$ cat config.mk
export PLATFORM = sky130hd
export DESIGN_NAME = toggle_handshake_rx_flat
export DESIGN_NICKNAME = d
export VERILOG_FILES = /design/src/rtl/toggle_handshake_rx_pkg.sv /design/src/rtl/toggle_handshake_rx_if.sv /design/src/rtl/toggle_handshake_rx_tgl_edge_detect.sv /design/src/rtl/toggle_handshake_rx.sv /design/src/flat_wrapper.sv
export SDC_FILE = /design/constraint.sdc
export NUM_CORES = 1
export LEC_CHECK = 0
export ABC_AREA = 1
export ABC_CLOCK_PERIOD_IN_PS = 1400
export CORE_MARGIN = 3
export CORE_UTILIZATION = 40
export DETAILED_ROUTE_END_ITERATION = 10
export DONT_BUFFER_PORTS = 1
export GPL_ROUTABILITY_DRIVEN = 0
export PLACE_DENSITY_LB_ADDON = 0.12
export SLEW_MARGIN = 20
export SYNTH_ARGS = -nofsm -noshare
export SYNTH_HDL_FRONTEND = slang
export SYNTH_SLANG_ARGS = --single-unit
$ cat constraint.sdc
create_clock -name clk -period 1.4 [get_ports clk]
set_input_delay 0.28 -clock clk [delete_from_list [all_inputs] [get_ports clk]]
set_output_delay 0.28 -clock clk [all_outputs]
set_load 0.01 [all_outputs]
$ cat src/rtl/toggle_handshake_rx_pkg.sv
// Shared types and constants for the toggle-handshake receiver.
// Optional synchroniser feature: TOGGLE_HS_RX_SYNC_EN (see tgl_edge_detect).
package toggle_hs_pkg;

    typedef enum logic {
        IDLE = 1'b0,
        HOLD = 1'b1
    } toggle_hs_state_t;

    // Depth of the request synchroniser when it is built in.
    localparam int SYNC_DEPTH = 2;

    // Reset values of the single-bit state elements.
    localparam logic ACK_RST      = 1'b0;
    localparam logic VALID_RST    = 1'b0;
    localparam logic OVERRUN_RST  = 1'b0;
    localparam logic REQ_PREV_RST = 1'b0;
    localparam logic SYNC_RST     = 1'b0;

endpackage

$ cat src/rtl/toggle_handshake_rx_if.sv
// Bundle of the toggle-handshake receiver's signals.
// master: producer/consumer side; slave: the receiver itself.
//
// Handshake rules:
//   Toggle side   - every level change of req_tgl is one event; data_in is
//                   stable from before that change until ack_tgl changes.
//   Valid/ready   - a word transfers on a rising edge where out_valid and
//                   out_ready are both high; out_valid never drops without
//                   such a transfer (except reset) and out_data is stable
//                   while out_valid is high.
interface toggle_handshake_rx_if #(
    parameter int DATA_W = 8,
    parameter int CNT_W  = 8
) ();
    logic              req_tgl;
    logic [DATA_W-1:0] data_in;
    logic              ack_tgl;
    logic              out_valid;
    logic              out_ready;
    logic [DATA_W-1:0] out_data;
    logic [CNT_W-1:0]  event_count;
    logic              overrun_err;

    modport master (
        output req_tgl, data_in, out_ready,
        input  ack_tgl, out_valid, out_data, event_count, overrun_err
    );

    modport slave (
        input  req_tgl, data_in, out_ready,
        output ack_tgl, out_valid, out_data, event_count, overrun_err
    );
endinterface

$ cat src/rtl/toggle_handshake_rx_tgl_edge_detect.sv
// Request toggle edge detector with an optional 2-flop synchroniser.
// Macro TOGGLE_HS_RX_SYNC_EN: when defined, req_tgl is synchronised
// before edge detection (2 extra cycles of latency).
module tgl_edge_detect
    import toggle_hs_pkg::*;
(
    input  logic clk,
    input  logic rst,
    input  logic req_tgl,
    output logic req_edge
);
    logic req_s;
    logic req_prev;

`ifdef TOGGLE_HS_RX_SYNC_EN
    logic [SYNC_DEPTH-1:0] sync_q;

    // Shift the asynchronous request through the synchroniser chain.
    always_ff @(posedge clk) begin
        if (rst) sync_q <= {SYNC_DEPTH{SYNC_RST}};
        else     sync_q <= {sync_q[SYNC_DEPTH-2:0], req_tgl};
    end

    assign req_s = sync_q[SYNC_DEPTH-1];
`else
    assign req_s = req_tgl;
`endif

    // Remember the last sampled request level.
    always_ff @(posedge clk) begin
        if (rst) req_prev <= REQ_PREV_RST;
        else     req_prev <= req_s;
    end

    assign req_edge = req_s ^ req_prev;
endmodule

$ cat src/rtl/toggle_handshake_rx.sv
// Toggle-handshake receiver: captures one bundled word per request toggle,
// offers it on valid/ready, acks by toggling, counts events, flags overruns.
// Macro TOGGLE_HS_RX_SYNC_EN enables the request synchroniser.
module toggle_handshake_rx
    import toggle_hs_pkg::*;
#(
    parameter int DATA_W = 8,
    parameter int CNT_W  = 8
) (
    input  logic             clk,
    input  logic             rst,
    toggle_handshake_rx_if.slave bus,
    output toggle_hs_state_t state_dbg
);
    toggle_hs_state_t  state_q, state_d;
    logic              req_edge;
    logic              capture, consume, overrun;
    logic              ack_q, valid_q, overrun_q;
    logic [DATA_W-1:0] data_q;
    logic [CNT_W-1:0]  count_q;

    tgl_edge_detect u_edge (
        .clk      (clk),
        .rst      (rst),
        .req_tgl  (bus.req_tgl),
        .req_edge (req_edge)
    );

    // State register.
    always_ff @(posedge clk) begin
        if (rst) state_q <= IDLE;
        else     state_q <= state_d;
    end

    // Next state and per-cycle actions; an edge while holding is dropped.
    always_comb begin
        state_d = state_q;
        capture = 1'b0;
        consume = 1'b0;
        overrun = 1'b0;
        case (state_q)
            IDLE: begin
                if (req_edge) begin
                    capture = 1'b1;
                    state_d = HOLD;
                end
            end
            HOLD: begin
                if (req_edge) overrun = 1'b1;
                if (valid_q && bus.out_ready) begin
                    consume = 1'b1;
                    state_d = IDLE;
                end
            end
            default: state_d = IDLE;
        endcase
    end

    // Datapath registers: word, valid, counter, ack toggle, sticky error.
    always_ff @(posedge clk) begin
        if (rst) begin
            data_q    <= '0;
            valid_q   <= VALID_RST;
            count_q   <= '0;
            ack_q     <= ACK_RST;
            overrun_q <= OVERRUN_RST;
        end else begin
            if (capture) begin
                data_q  <= bus.data_in;
                valid_q <= 1'b1;
                count_q <= count_q + 1'b1;
            end
            if (consume) begin
                valid_q <= 1'b0;
                ack_q   <= ~ack_q;
            end
            if (overrun) overrun_q <= 1'b1;
        end
    end

    assign bus.ack_tgl     = ack_q;
    assign bus.out_valid   = valid_q;
    assign bus.out_data    = data_q;
    assign bus.event_count = count_q;
    assign bus.overrun_err = overrun_q;
    assign state_dbg       = state_q;
endmodule

$ cat src/flat_wrapper.sv
// flat-port wrapper written by rule: the top's interface ports become plain ports
module toggle_handshake_rx_flat import toggle_hs_pkg::*;
#(
    parameter int DATA_W = 8,
    parameter int CNT_W  = 8
)
  (clk, rst, state_dbg, bus_req_tgl, bus_data_in, bus_out_ready, bus_ack_tgl, bus_out_valid, bus_out_data, bus_event_count, bus_overrun_err);
  toggle_handshake_rx_if #(.DATA_W(DATA_W), .CNT_W(CNT_W)) bus_i ();
  input  logic clk;
  input  logic rst;
  output toggle_hs_state_t state_dbg;
  input wire logic [$bits(bus_i.req_tgl)-1:0] bus_req_tgl;
  input wire logic [$bits(bus_i.data_in)-1:0] bus_data_in;
  input wire logic [$bits(bus_i.out_ready)-1:0] bus_out_ready;
  output wire logic [$bits(bus_i.ack_tgl)-1:0] bus_ack_tgl;
  output wire logic [$bits(bus_i.out_valid)-1:0] bus_out_valid;
  output wire logic [$bits(bus_i.out_data)-1:0] bus_out_data;
  output wire logic [$bits(bus_i.event_count)-1:0] bus_event_count;
  output wire logic [$bits(bus_i.overrun_err)-1:0] bus_overrun_err;
  assign bus_i.req_tgl = bus_req_tgl;
  assign bus_i.data_in = bus_data_in;
  assign bus_i.out_ready = bus_out_ready;
  assign bus_ack_tgl = bus_i.ack_tgl;
  assign bus_out_valid = bus_i.out_valid;
  assign bus_out_data = bus_i.out_data;
  assign bus_event_count = bus_i.event_count;
  assign bus_overrun_err = bus_i.overrun_err;
  toggle_handshake_rx #(.DATA_W(DATA_W), .CNT_W(CNT_W)) u_core (.clk(clk), .rst(rst), .bus(bus_i), .state_dbg(state_dbg));
endmodule
# ---- Yosys cells after proc, flatten, opt, wreduce, memory -nomap -nowiden
# Cells that the tools add are included.
# Widths: inputs -> output; s select.
dict set report classes {
  addsub 1
  mux 7
  bitwise 3
  n_reduce_logical 2
}
# operator n
set ops {}
lappend ops {{$add 8x1->8 const B} 1}
lappend ops {{$mux 1} 6}
lappend ops {{$not 1->1} 2}
lappend ops {{$pmux 1 s2} 1}
lappend ops {{$reduce_or 2->1} 1}
lappend ops {{$logic_and 1x1->1} 1}
lappend ops {{$xor 1x1->1} 1}
dict set report totals {
  regBits 21
  input_bits 12
  out_inout_bits 20
  wordCells 20
}

# ---- Longest topological paths before layout
dict set report depth {
  word_depth 4
  depth_mapped 7
  ltp_nobuf 7
}

# ---- Cells and area by module
# Synthesis repeated with hierarchy kept, for this count alone.
dict set report hier_totals {
  cells_unflattened 112
  area_unflattened_um2 843.3
}
# mod instances cells_per_inst area_each_um2 seq_area_each_um2
set by_module_without_submodules {}
lappend by_module_without_submodules {toggle_handshake_rx 1 105 800.8 400.4}
lappend by_module_without_submodules {tgl_edge_detect 1 7 42.5 20.0}

# ---- Worst setup path before layout
# OpenSTA, ideal clock, no wires.
dict set report synth_path {
  path_type {flip-flop to flip-flop}
  start {register u_core.count_q[1], in the netlist u_core.bus.event_count[1]}
  end {register u_core.count_q[6], in the netlist u_core.bus.event_count[6]}
  setup_ns 0.115
  arrival_time_ns 1.017
  required_time_ns 1.285
  setup_slack_ns 0.268
  path_stages_with_launch 7
  n_path_buf 0
  synth_period_minus_slack_ns 1.132
  cell_sequence {dfxtp_1 -> ha_1 -> nand3_1 -> nor2_1 -> nand3_1 -> nand2_1 -> nor2_1}
}
dict set report synth_via {
  elab_chain_len 1
}
# element line
set synth_lines {}
lappend synth_lines {{start: declaration} toggle_handshake_rx.sv:20} ;# logic [CNT_W-1:0] count_q;
lappend synth_lines {{start signal: assignment} toggle_handshake_rx.sv:71} ;# count_q <= count_q + 1'b1;
lappend synth_lines {{$add 8x1->8} toggle_handshake_rx.sv:71}
# Every way passes these cells.
# A chain may end at the register's enable or synchronous reset.

# ---- Worst setup path in the final report
dict set report layout_path {
  start {register u_core.state_q, in the netlist u_core.state_dbg}
  end {register u_core.count_q[5], in the netlist u_core.bus.event_count[5]}
}
dict set report layout_via {
  elab_chain_len 1
}
# element line
set layout_lines {}
lappend layout_lines {{start: declaration} toggle_handshake_rx.sv:15} ;# toggle_hs_state_t state_q, state_d;
lappend layout_lines {{start signal: assignment} toggle_handshake_rx.sv:32} ;# else state_q <= state_d;
lappend layout_lines {{$mux 1} toggle_handshake_rx.sv:41} ;# case (state_q)
# Every way passes these cells.

==> results_dict.tcl <==
set metrics [dict create \
    postLayoutCoreUtil_pct 47.9 \
    path_cells "inv_1 -> nand3_4 -> inv_4 -> nand3_1 -> nand2_1 -> nor2_1" \
    dr.pass1.iters 4 \
    die_area_mm2 0.00290 \
    grt_first_pass_wirelength_um 3000 \
    yosys_register_bits 21 \
    fin_total_pwr_w 0.00110 \
    fin_tns_setup_ps 0 \
    max_cap_violations 0 \
    antennaDiodeCount 0 \
    library_cell_with_the_largest_summed_area_after_synthesis "sky130_fd_sc_hd__dfxtp_1" \
    cellLeakagePower_nw 0.370 \
    route.detailed.wl_per_inst_um 12.2 \
    r2r_slack_ps 220 \
    min_period_ps 1180 \
    floorplan.initialDensity_pct 44.4 \
    postSynthNetCount 126 \
    buffer_ports.inserted 0 \
    critical-path-max-stage-delay_ps 370 \
    post_synth.cell_area_avg_um2 8.11 \
    final-max-slew-violation-count 0 \
    antenna_violations_before_repair 0 \
    regToRegStartpoint "u_core.state_dbg" \
    worstMarginPinSlew_ps 299 \
    critical_path_peak_fanout 14 \
    drive_gt1_share_pct 26.1 \
    ir_worst_vdd_uv 955 \
    clk-insertion-delay-late_ps 300 \
    dieHeight_um 53.9 \
    worst_r2r_endpoint "u_core.bus.event_count[5]" \
    synth.cell_area_um2 916 \
    yosys_warnings 0 \
    timing.critical_path.to_type "flip-flop" \
    crit_required_ps 1610 \
    routed_via_density 4.90 \
    htreeDepth 1 \
    cts_made_buffers 3 \
    finalHoldViolCount 0 \
    cts_max_path_buffers 2 \
    detailedPlacementHpwl_um 1320 \
    core_mm2 0.00206 \
    grt_start_max_net_pins 15 \
    achievable-frequency_mhz 850 \
    netlist_instances 113 \
    grt_pass1_vias 710 \
    min_delay_path_depth 1 \
    route.final.wire_length_um 1790 \
    ff2ff_path_depth 6 \
    power_density_mw_per_mm2 1110 \
    clock_tree_sinks 21 \
    clock_tree.root_cell "sky130_fd_sc_hd__clkbuf_4" \
    hold_path.startpoint "rst" \
    worst-setup-path-type "reg2reg" \
    yosysUniqueCellTypes 18 \
    worst_hold_margin_ps 21.8 \
    route.antenna.remaining_nets 0 \
    placement.setup.worst_slack_ps 90.5 \
    floorplan.die.width_um 53.9 \
    layout-area-overhead-vs-synth_pct 7.92 \
    worst_path_max_delay_cell "sky130_fd_sc_hd__dfxtp_1" \
    synth_area_leaders "sky130_fd_sc_hd__dfxtp_1 46%, sky130_fd_sc_hd__nand2_1 9.8%, sky130_fd_sc_hd__a21oi_2 9.6%" \
    synthDominantCellAreaShare_pct 45.9 \
    num_io_pins 32 \
    slew-limit-headroom_pct 80.0 \
    synth_sequential_area_ratio_pct 45.9 \
    worst_setup_path_start_kind "flip-flop" \
    setup_viol 0 \
    fin_ws_ps 224 \
    post-route-period-util_pct 84.0 \
    cts.reportedPaths.clkPinSlew_ps 120 \
    gr-total-overflow 0 \
    outcome "finished, final reports clean" \
    fin_worst_skew_ps 4.84 \
    drc 0 \
    track_usage_pct 14.2 \
    num-nets-final 133 \
    rows 16 \
    drc_violation_total_after_the_first_tritonroute_iteration 5 \
    cts_tree "built" \
    worst_ep_arrival_time_ps 1380 \
    vias 715 \
    hold_path_class "in2reg" \
    grt_setup_unrepaired "false" \
    min_delay_worst_endpoint "u_core.bus.event_count[1]" \
]
-- metal layers --
layer,GRT usage (%),up-vias,wire (µm)
met3,7.76,2,151
met5,0,-,0
met1,17.5,322,795
met4,2.55,0,10
met2,22.0,21,830
li1,-,370,-
-- worst max path at each step --
stage | from | endpoint | slack [ps] | cells after the start
after detailed placement | u_core.state_dbg | u_core.bus.event_count[5] | 90 | 5
after global routing | u_core.state_dbg | u_core.bus.event_count[5] | 70 | 6
after global placement | u_core.state_dbg | u_core.bus.event_count[6] | 120 | 5
final | u_core.state_dbg | u_core.bus.event_count[5] | 220 | 6
after CTS | u_core.state_dbg | u_core.bus.event_count[5] | 60 | 5
after floorplan | u_core.bus.event_count[1] | u_core.bus.event_count[6] | 270 | 6
-- synthesized netlist by cell type --
cell type / count
sky130_fd_sc_hd__nand2_1: 24
sky130_fd_sc_hd__dfxtp_1: 21
sky130_fd_sc_hd__nor2_1: 13
sky130_fd_sc_hd__nand2_2: 11
sky130_fd_sc_hd__a21oi_2: 10
sky130_fd_sc_hd__inv_1: 8
sky130_fd_sc_hd__a21oi_1: 6
sky130_fd_sc_hd__nand3_1: 5
sky130_fd_sc_hd__o21ai_0: 4
sky130_fd_sc_hd__buf_2: 2
sky130_fd_sc_hd__nor3_1: 2
sky130_fd_sc_hd__buf_12: 1
sky130_fd_sc_hd__clkinv_1: 1
sky130_fd_sc_hd__clkinv_2: 1
sky130_fd_sc_hd__ha_1: 1
sky130_fd_sc_hd__nand3_4: 1
sky130_fd_sc_hd__o21a_1: 1
sky130_fd_sc_hd__xor2_1: 1
-- through the flow --
step	instance area, µm²	std cells
floorplan	916	113
global placement	950	141
detailed placement	950	141
CTS	977	145
global route	988	146
finish	988	146
-- where the power goes --
part | total [W] | internal, W | switching, W
logic | 0.000143 | 0.0000527 | 0.0000901
registers | 0.000664 | 0.000631 | 0.0000334
clock network | 0.000294 | 0.000107 | 0.000188
-- flip-flops by register name, summed over array words and instances, names as in the netlist --
name / count
u_core.state_dbg: 1
u_core.bus.out_data: 8
u_core.bus.overrun_err: 1
u_core.bus.out_valid: 1
u_core.bus.ack_tgl: 1
u_core.bus.event_count: 8
u_core.u_edge.req_prev: 1
-- layout by cell type (no fill, tap or decap), types with 2 or more instances in the layout --
cell type,synthesis,final
sky130_fd_sc_hd__clkbuf_4,0,3
sky130_fd_sc_hd__buf_4,0,4
sky130_fd_sc_hd__o21ai_0,4,4
sky130_fd_sc_hd__nand3_1,5,5
sky130_fd_sc_hd__nand2_2,11,11
sky130_fd_sc_hd__nand2_1,24,24
sky130_fd_sc_hd__a21oi_2,10,10
sky130_fd_sc_hd__inv_1,8,8
sky130_fd_sc_hd__dfxtp_1,21,21
sky130_fd_sc_hd__nor3_1,2,2
sky130_fd_sc_hd__nor2_1,13,13
sky130_fd_sc_hd__a21oi_1,6,6
-- layout make-up --
type,count,area (µm²)
clock buffer,3,22.5
clock inverter,1,5.00
fill,222,1070
inverter,10,40.0
multi-input combinational,79,427
sequential,21,420
tap,27,33.8
timing repair buffer,5,40.0
-- logic make-up (layout without fill, tap and decap cells) --
kind of cell	Yosys count	in the layout	synth area share (%)
XOR/XNOR	1	1	0.956
AO/OA/AOI/OAI	21	21	15.8
buffers and inverters	13	19	7.51
flip-flops	21	21	45.9
AND/OR/NAND/NOR	56	56	28.4
adder cells (fa/ha/maj)	1	1	1.37
-- what timing repair did --
| item | in CTS | in global routing |
|---|---|---|
| resized for setup | 0 | 1 |
| endpoints found under the hold margin | 0 | 5 |
| endpoints found under the setup margin | 0 | 2 |
| hold buffers | 0 | 1 |
| buffers inserted | 0 | 0 |
-- critical path, delay by kind of cell, from the launching register on --
kind / cells / cell delay, ps
flops: 1 / 370
simple gates: 4 / 370
buf+inv: 2 / 350
Note: power is estimated with default switching activity, not from simulation.
